`config.mk`:
```
export PLATFORM = sky130hd
export DESIGN_NAME = bf16_to_int20
export DESIGN_NICKNAME = d
export VERILOG_FILES = /design/src/rtl/bf16_to_int20.sv
export SDC_FILE = /design/constraint.sdc
export NUM_CORES = 1
export LEC_CHECK = 0
export CORE_MARGIN = 2
export CORE_UTILIZATION = 40
export CTS_CLUSTER_SIZE = 25
export DETAILED_ROUTE_END_ITERATION = 10
export PLACE_DENSITY_LB_ADDON = 0.08
export SLEW_MARGIN = 20
export SYNTH_ARGS = -nofsm -noshare
export SYNTH_HDL_FRONTEND = slang
export SYNTH_SLANG_ARGS = --single-unit
```
`constraint.sdc`:
```
create_clock -name clk -period 4.3 [get_ports clk]
set_input_delay 0.645 -clock clk [delete_from_list [all_inputs] [get_ports clk]]
set_output_delay 0.645 -clock clk [all_outputs]
set_load 0.03 [all_outputs]
```
`src/rtl/bf16_to_int20.sv`:
```
// bfloat16 to signed fixed-point accumulator converter (acc = value * 2^INT_ACC_OFFSET).
// Two-stage valid/ready pipeline with saturation/NaN flags, sticky status and a saturation counter.
module bf16_to_int20 #(
    parameter int OUT_W          = 20,
    parameter int BF16_BIAS      = 127,
    parameter int INT_ACC_OFFSET = 24,
    parameter int CNT_W          = 16
) (
    input  logic             clk,
    input  logic             rst_n,
    input  logic             in_valid,
    output logic             in_ready,
    input  logic [15:0]      in_bf16,
    output logic             out_valid,
    input  logic             out_ready,
    output logic [OUT_W-1:0] out_int,
    output logic             out_sat,
    output logic             out_nan,
    input  logic             sticky_clr,
    output logic             sticky_sat,
    output logic             sticky_nan,
    output logic [CNT_W-1:0] sat_count
);

    localparam int SHIFT_OFF = BF16_BIAS - INT_ACC_OFFSET + 7;
    // Any left shift beyond SH_CAP already exceeds the output range for an 8-bit significand.
    localparam int SH_CAP    = OUT_W - 7;
    localparam int MAG_W     = OUT_W + 1;
    localparam logic [MAG_W-1:0] POS_MAX = MAG_W'((1 << (OUT_W - 1)) - 1);
    localparam logic [MAG_W-1:0] NEG_MAG = MAG_W'(1 << (OUT_W - 1));

    typedef enum logic [1:0] {CLS_ZERO, CLS_NORM, CLS_INF, CLS_NAN} cls_t;

    logic               vld_p1;
    logic               sign_p1;
    logic [7:0]         sig_p1;
    logic signed [9:0]  shift_p1;
    cls_t               cls_p1;

    logic               ld_p2;
    logic [MAG_W-1:0]   mag_p1;
    logic [OUT_W-1:0]   nxt_int;
    logic               nxt_sat;
    logic               nxt_nan;
    logic [OUT_W:0]     sat_res;

    function automatic logic [MAG_W-1:0] shift_mag(input logic [7:0] sig, input logic signed [9:0] sh);
        int s;
        logic [4:0] lsh;
        s = int'(sh);
        if (s >= 0) begin
            lsh = (s > SH_CAP) ? 5'(SH_CAP) : 5'(s);
            return MAG_W'(sig) << lsh;
        end else if (s >= -7) begin
            return MAG_W'(sig >> 3'(-s));
        end
        return '0;
    endfunction

    // Returns {sat, value}; the negative side can reach one step further than the positive side.
    function automatic logic [OUT_W:0] saturate(input logic sign, input logic [MAG_W-1:0] mag);
        logic [MAG_W-1:0] neg;
        neg = ~mag + MAG_W'(1);
        if (!sign) begin
            if (mag > POS_MAX) return {1'b1, 1'b0, {(OUT_W-1){1'b1}}};
            return {1'b0, mag[OUT_W-1:0]};
        end
        if (mag > NEG_MAG) return {1'b1, 1'b1, {(OUT_W-1){1'b0}}};
        return {1'b0, neg[OUT_W-1:0]};
    endfunction

    assign ld_p2    = !out_valid || out_ready;
    assign in_ready = !vld_p1 || ld_p2;

    // Stage 1: decode fields and classify
    always_ff @(posedge clk or negedge rst_n) begin
        if (!rst_n) begin
            vld_p1 <= 1'b0;
        end else if (in_ready) begin
            vld_p1 <= in_valid;
        end
    end

    always_ff @(posedge clk) begin
        if (in_ready && in_valid) begin
            sign_p1  <= in_bf16[15];
            sig_p1   <= {1'b1, in_bf16[6:0]};
            shift_p1 <= $signed({2'b00, in_bf16[14:7]}) - 10'(SHIFT_OFF);
            if (in_bf16[14:7] == 8'd0)
                cls_p1 <= CLS_ZERO;
            else if (in_bf16[14:7] == 8'hFF)
                cls_p1 <= (in_bf16[6:0] != 7'd0) ? CLS_NAN : CLS_INF;
            else
                cls_p1 <= CLS_NORM;
        end
    end

    always_comb begin
        mag_p1  = shift_mag(sig_p1, shift_p1);
        sat_res = saturate(sign_p1, mag_p1);
        nxt_int = '0;
        nxt_sat = 1'b0;
        nxt_nan = 1'b0;
        case (cls_p1)
            CLS_NORM: begin
                nxt_int = sat_res[OUT_W-1:0];
                nxt_sat = sat_res[OUT_W];
            end
            CLS_INF: begin
                nxt_int = sign_p1 ? {1'b1, {(OUT_W-1){1'b0}}} : {1'b0, {(OUT_W-1){1'b1}}};
                nxt_sat = 1'b1;
            end
            CLS_NAN:  nxt_nan = 1'b1;
            default:  nxt_int = '0;
        endcase
    end

    // Stage 2: shift, saturate and hold under backpressure
    always_ff @(posedge clk or negedge rst_n) begin
        if (!rst_n) begin
            out_valid <= 1'b0;
            out_int   <= '0;
            out_sat   <= 1'b0;
            out_nan   <= 1'b0;
        end else if (ld_p2) begin
            out_valid <= vld_p1;
            if (vld_p1) begin
                out_int <= nxt_int;
                out_sat <= nxt_sat;
                out_nan <= nxt_nan;
            end
        end
    end

    // Status follows emitted items only; a clear wins over a same-cycle event.
    always_ff @(posedge clk or negedge rst_n) begin
        if (!rst_n) begin
            sticky_sat <= 1'b0;
            sticky_nan <= 1'b0;
            sat_count  <= '0;
        end else if (sticky_clr) begin
            sticky_sat <= 1'b0;
            sticky_nan <= 1'b0;
            sat_count  <= '0;
        end else if (out_valid && out_ready) begin
            if (out_sat) begin
                sticky_sat <= 1'b1;
                if (sat_count != {CNT_W{1'b1}}) sat_count <= sat_count + CNT_W'(1);
            end
            if (out_nan) sticky_nan <= 1'b1;
        end
    end

endmodule

```
=== After elaboration in Yosys (flattened, before gate mapping) ===
Cells that the tools add are included.

* Flip-flop bits (word level): 61
* Bits in latches: 0
* Bits of input ports: 21
* Bits in read-only memories: 0
* Logic and storage cells: 80
* Output and inout bits: 42
* RAM bits: 0
* Memories: 0

* $lt $le $gt $ge: 5
* Shift-type cells: 2
* Reductions and logical operators: 17
* Add/subtract/negate cells: 4
* Muxes and demuxes: 32
* $mul: 0
* Divide/modulo/power cells: 0
* Equality and inequality tests: 5
* Bitwise gates (word level): 2

{| class="wikitable"
|+ Operators with widths
! kind !! number
|-
| $mux W21 || 9
|-
| $mux W16 || 4
|-
| $pmux W20 S2 || 1
|-
| $gt A21 B19 Y1 const B || 1
|-
| $gt A21 B20 Y1 const B || 1
|-
| $shl A8 B5 Y21 || 1
|-
| $shr A8 B3 Y21 || 1
|-
| $add A20 B1 Y20 const B || 1
|-
| $mux W20 || 1
|-
| $not A20 Y20 || 1
|-
| $add A16 B1 Y16 const B || 1
|-
| $ne A16 B16 Y1 const B || 1
|-
| $mux W1 || 15
|-
| $ge A9 B1 Y1 const B || 1
|-
| $ge A9 B4 Y1 const B || 1
|-
| $gt A9 B5 Y1 const B || 1
|-
| $sub A8 B7 Y9 const B || 1
|-
| $eq A8 B8 Y1 const B || 1
|-
| $logic_not A8 Y1 || 1
|-
| $reduce_bool A2 Y1 || 4
|-
| $reduce_bool A7 Y1 || 1
|-
| $reduce_and A2 Y1 || 3
|-
| $mux W5 || 1
|-
| $eq A2 B2 Y1 const B || 2
|-
| 9 further kinds || 12
|}

=== Longest topological paths before layout ===
* Depth in word-level cells: 14
* Gate-level depth with buffers: 18

=== Worst setup path before layout ===
OpenSTA, ideal clock, no wires.

* Path type: register to register
* Start: reg shift_p1[0]
* End: reg out_int[16]
* Period minus slack after synthesis: 3,983 ps
* Arrival time: 3,903 ps
* Cell stages (with the launch flop): 19
* Setup slack: 317 ps
* Path buffers: 4
* Cell sequence: edfxtp_1 > buf_4 > buf_2 > inv_1 > ha_1 > clkbuf_1 > mux2i_1 > mux4_2 > or2_2 > o21ai_0 > inv_1 > ha_1 > inv_1 > nor3_2 > and3_1 > buf_2 > nand4_1 > mux2_2 > o211ai_2

* Longest elaborated chain between the ends: 14

{| class="wikitable"
|+ Ends and longest elaborated chain
! element !! line !! text
|-
| start, declared || 37 || <nowiki>logic signed [9:0] shift_p1;</nowiki>
|-
| start signal, assigned || 88 || <nowiki>shift_p1 <= $signed({2'b00, in_bf16[14:7]}) - 10'(SHIFT_OFF);</nowiki>
|-
| $gt A9 B5 Y1 or $neg A3 Y3 (tied branches) || 52, 55 ||
|-
| $mux W5 or $shr A8 B3 Y21 (tied branches) || 52, 55 ||
|-
| $shl A8 B5 Y21 or $mux W21 (tied branches) || 53, 54 ||
|-
| $mux W21 || 51 || <nowiki>if (s >= 0) begin</nowiki>
|-
| $mux W21 * || 57 || <nowiki>return '0;</nowiki>
|-
| $gt A21 B19 Y1 || 65 || <nowiki>if (mag > POS_MAX) return {1'b1, 1'b0, {(OUT_W-1){1'b1}}};</nowiki>
|-
| $mux W1 || 65 ||
|-
| $mux W1 || 64 || <nowiki>if (!sign) begin</nowiki>
|-
| $mux W21 || 66 || <nowiki>return {1'b0, mag[OUT_W-1:0]};</nowiki>
|-
| $mux W21 || 64 ||
|-
| $mux W21 || 68 || <nowiki>if (mag > NEG_MAG) return {1'b1, 1'b1, {(OUT_W-1){1'b0}}};</nowiki>
|-
| $mux W21 || 69 || <nowiki>return {1'b0, neg[OUT_W-1:0]};</nowiki>
|-
| $mux W21 * || 68 ||
|-
| $pmux W20 S2 * || 104 || <nowiki>case (cls_p1)</nowiki>
|-
| end signal, assigned || 128 || <nowiki>out_int <= nxt_int;</nowiki>
|-
| end, declared || 16 || <nowiki>output logic [OUT_W-1:0] out_int,</nowiki>
|}

Mark *: on every way between the ends. The rest lies on a longest branch, timed or not. The select of a mux whose other input is x is not followed.
A chain may end at the register's enable or synchronous reset.

=== Worst setup path in the final report ===
* Start: reg shift_p1[0]
* End: reg out_int[4]

Same word-level chain as after synthesis.

==> metrics list <==
- The flow ran to the end, and the final reports show no timing, DRC or antenna violations.
- The setup path with the least slack is of type register to register.
* Clock Skew: 0.00765 ns
- In this run the core area contains 40 standard-cell rows.
* Number of distinct standard cells referenced by the synthesized netlist: 85
- Summing over every cut layer, the via total after detailed routing is 4638.
* Critical Path Fanout Max: 34
- Die ar.: 13100 sq um
* Proportion of synthesized flip-flops having asynchronous set or reset: 0.689
- Fill count: 1172
* Sequential cell area: 1620 sq um
* Worst-path cell with the longest stage delay: edfxtp_1
* Peak Freq: 260 MHz
- Combined area of the multi-input logic cells: 3030 sq um
* Number of hold buffers added after cts: 0
* Chip Height: 114 um
* Setup repair after global routing missed its margin: no
- Worst Reg-to-Reg Cells: 15
* Post-route fraction of the period consumed by the critical path: 0.893
* Synthesis Warnings: 0
- After synthesis, the mean cell area works out to 8.84 sq um.
- The routed design has 14.2 mm of wire.
* WHS: 0.454 ns
- Primary flip-flop cell chosen by synthesis mapping: dfrtp_1
- Overall global routing resource usage: 0.222
- Remaining DRCs: 0
* Pre-antenna DRT Iters: 5
- TritonCTS built the clock tree.
* Count of buffers from port buffering: 62
* Layout cell share with drive strength beyond 1: 0.122
- Critical path cell sequence: buf_4 -> ha_1 -> nand4bb_1 -> o22ai_1 -> o311a_1 -> o21ai_0 -> inv_1 -> ha_1 -> inv_1 -> nor3_2 -> nand3_2 -> o31ai_2 -> buf_4 -> nand2_1 -> o21ai_0
- Number of primary I/O pins: 63
- Sequential share of the synthesized area: 0.333
- Peak supply drop: 0.201 mV
- Pins over their slew limit: 0
- Worst Slack Setup Final: 0.461 ns
- For the worst-skew pair, the clock arrives at the later sink with an insertion delay of 0.34 ns.
- CTS built an H-tree with a depth of 3.
- STA classifies the critical path endpoint as a register.
* Number of nets in the layout: 641
- For the finished layout, the period the worst path requires is 3.84 ns.
- Arrival time of data at the critical path endpoint: 4.09 ns
- The via count of the first global-routing pass was 4257.
- At the pin with the least slew margin, the transition time is 0.958 ns.
- For this design the ratio of total power to cell area is 333 nW/um^2.
- Post-Syn Area: 4860 sq um
- In this run, synthesis inferred 19 flip-flops with an integrated enable.
- The cell count after synthesis came out at 550.
- After detailed routing, the number of vias per cell comes to 6.09.
- Drt wl/cell: 18.6 um
- Number of antenna violations at the first check in global routing: 0
* Crit path launch type: register
- Clock root buffer: clkbuf_16
* Final standard cell count with taps included and fillers excluded: 762
* Post-DRT Antenna Nets: 0
- Starting density of the core: 0.407
- Setup violations remaining at the end of the flow were counted as 0.
- For this design, the sink count on the clock tree is 61.
- The first global-routing pass estimated 22.7 mm of wire.
- For this run the aggregate overflow at the end of global routing stands at 0.
* Clock Path Buffers: 2
- Number of setup buffers added after CTS: 0
* Yosys reg bits: 61
- Area growth from synthesis to layout: 21.9%
- The worst hold path belongs to the class input port to asynchronous set/reset pin.
- In this run the tightest slew margin relative to its limit is 0.361.
- From left edge to right edge, the die measures 114 um.
* Inserted Clock Buffers: 9
- Maximum capacitance violations: 0
* Synthesized Nets: 581
- The final number of hold-violating endpoints came to 0.
- Post-cts gate resize count: 0
- The floorplan step defined a core boundary enclosing 12000 sq um.
- # diodes: 0
- Clock transition at path regs: 0.06 ns
* Initial drt markers: 379
* CP peak stage delay: 0.39 ns
- HPWL after DPL: 10.7 mm
* Routability cong.: 0.945
* Number of cells after detailed placement: 746
- Largest net degree at the start of global routing: 43
* Total Neg Setup Slack: 0 ns
- Pre-CTS WS: 0.549 ns
- Summed over all cells, the static leakage comes to 0.00237 uW.
- For the worst setup path, the data required time is 4.55 ns.
worst max-delay path: cells and delay by family (launching register included):
kind / cells / cell delay, ns
fa+ha+maj: 2 / 0.47
buf+inv: 4 / 0.63
flops: 1 / 0.39
simple gates: 4 / 1.03
compound gates: 5 / 1.24
metal layers:
metal  share of wire  GRT usage  up-vias
li1                -          -     2185
met1            0.47      0.308     2274
met2            0.46      0.345      154
met3           0.053     0.0413       25
met4           0.018     0.0821        0
met5               0          0        -
final timing paths:
path | start | to | slack (ns)
setup / recovery | shift_p1[0] | out_int[4] | 0.46
hold / removal | rst_n | out_int[7] | 0.45
setup reg to reg | shift_p1[0] | out_int[4] | 0.46
hold reg to reg | out_int[12] | out_int[12] | 0.48
max in group asynchronous | rst_n | sat_count[4] | 3.24
min in group clk | out_int[12] | out_int[12] | 0.48
Yosys cell counts, types with 4 or more instances:
master | number | share of area
a21o_1 | 5 | 0.0077
a21oi_1 | 32 | 0.033
a222oi_1 | 4 | 0.0082
a22oi_1 | 9 | 0.014
a31oi_1 | 10 | 0.013
and2_1 | 8 | 0.010
and3_1 | 4 | 0.0051
and4_1 | 5 | 0.0090
buf_2 | 6 | 0.0062
buf_4 | 4 | 0.0062
clkbuf_1 | 17 | 0.013
dfrtp_1 | 42 | 0.22
edfxtp_1 | 19 | 0.12
ha_1 | 10 | 0.026
inv_1 | 17 | 0.013
mux2_2 | 4 | 0.0093
mux2i_1 | 14 | 0.029
mux4_2 | 4 | 0.019
nand2_1 | 58 | 0.045
nand2b_1 | 18 | 0.023
nand3_1 | 14 | 0.014
nand4_1 | 9 | 0.012
nor2_1 | 53 | 0.041
nor2b_1 | 5 | 0.0064
nor3_1 | 14 | 0.014
nor4_1 | 6 | 0.0077
o2111ai_1 | 4 | 0.0072
o21ai_0 | 18 | 0.019
o21ai_1 | 8 | 0.0082
o31a_1 | 5 | 0.0090
o31ai_1 | 7 | 0.011
o31ai_2 | 4 | 0.010
or2_2 | 5 | 0.0064
or4_1 | 4 | 0.0062
xnor2_1 | 9 | 0.016
xor2_1 | 20 | 0.036
cells in the final DEF (no fill, tap or decap), types with 8 or more instances in the layout:
cell             Yosys  layout
o21ai_0             18      18
nor2_1              53      53
ha_1                10      10
inv_1               17      17
xor2_1              20      20
dfrtp_1             42      42
xnor2_1              9       9
and2_1               8       8
o21ai_1              8       8
mux2i_1             14      14
nand2b_1            18      18
a31oi_1             10      10
nand4_1              9       9
nor3_1              14      14
edfxtp_1            19      19
a22oi_1              9       9
clkbuf_16            0       9
clkdlybuf4s50_1      0      61
a21oi_1             32      32
buf_4                4      16
nand2_1             58      58
nand3_1             14      14
stage by stage:
step	area (sq um)	util	total power [uW]
4_1_cts	5930	0.496	1980
6_report	5930	0.496	1970
3_3_place_gp	5640	0.472	1250
3_5_place_dp	5640	0.472	1260
2_1_floorplan	4860	-	1060
5_1_grt	5930	0.496	2060
cell families (layout without fill, tap and decap cells):
kind of cell    after synthesis  count (layout)  share of synthesized area
fa+ha+maj                    10              10                     0.0257
buf+inv                      48             113                     0.0432
compound gates              155             155                      0.245
flops                        61              61                      0.333
simple gates                225             225                      0.244
mux                          22              22                     0.0566
xor+xnor                     29              29                     0.0522
power breakdown:
group | switching, uW | internal (uW)
registers | 44.9 | 647
clock network | 270 | 445
logic | 338 | 227
total | 653 | 1320
area by class of cell:
| type | instances | area share |
|---|---|---|
| Multi-Input combinational cell | 441 | 0.511 |
| Sequential cell | 61 | 0.273 |
| Tap cell | 147 | 0.0310 |
| Clock inverter | 5 | 0.00886 |
| Clock buffer | 11 | 0.0392 |
| Inverter | 19 | 0.0120 |
| Timing Repair Buffer | 78 | 0.124 |
state kept, by name, summed over array words and instances, names as in the netlist, 2 cells and up:
name,cells
sig_p1,7
cls_p1,2
out_int,20
shift_p1,9
sat_count,16
Power figures use the tool's default switching activity.
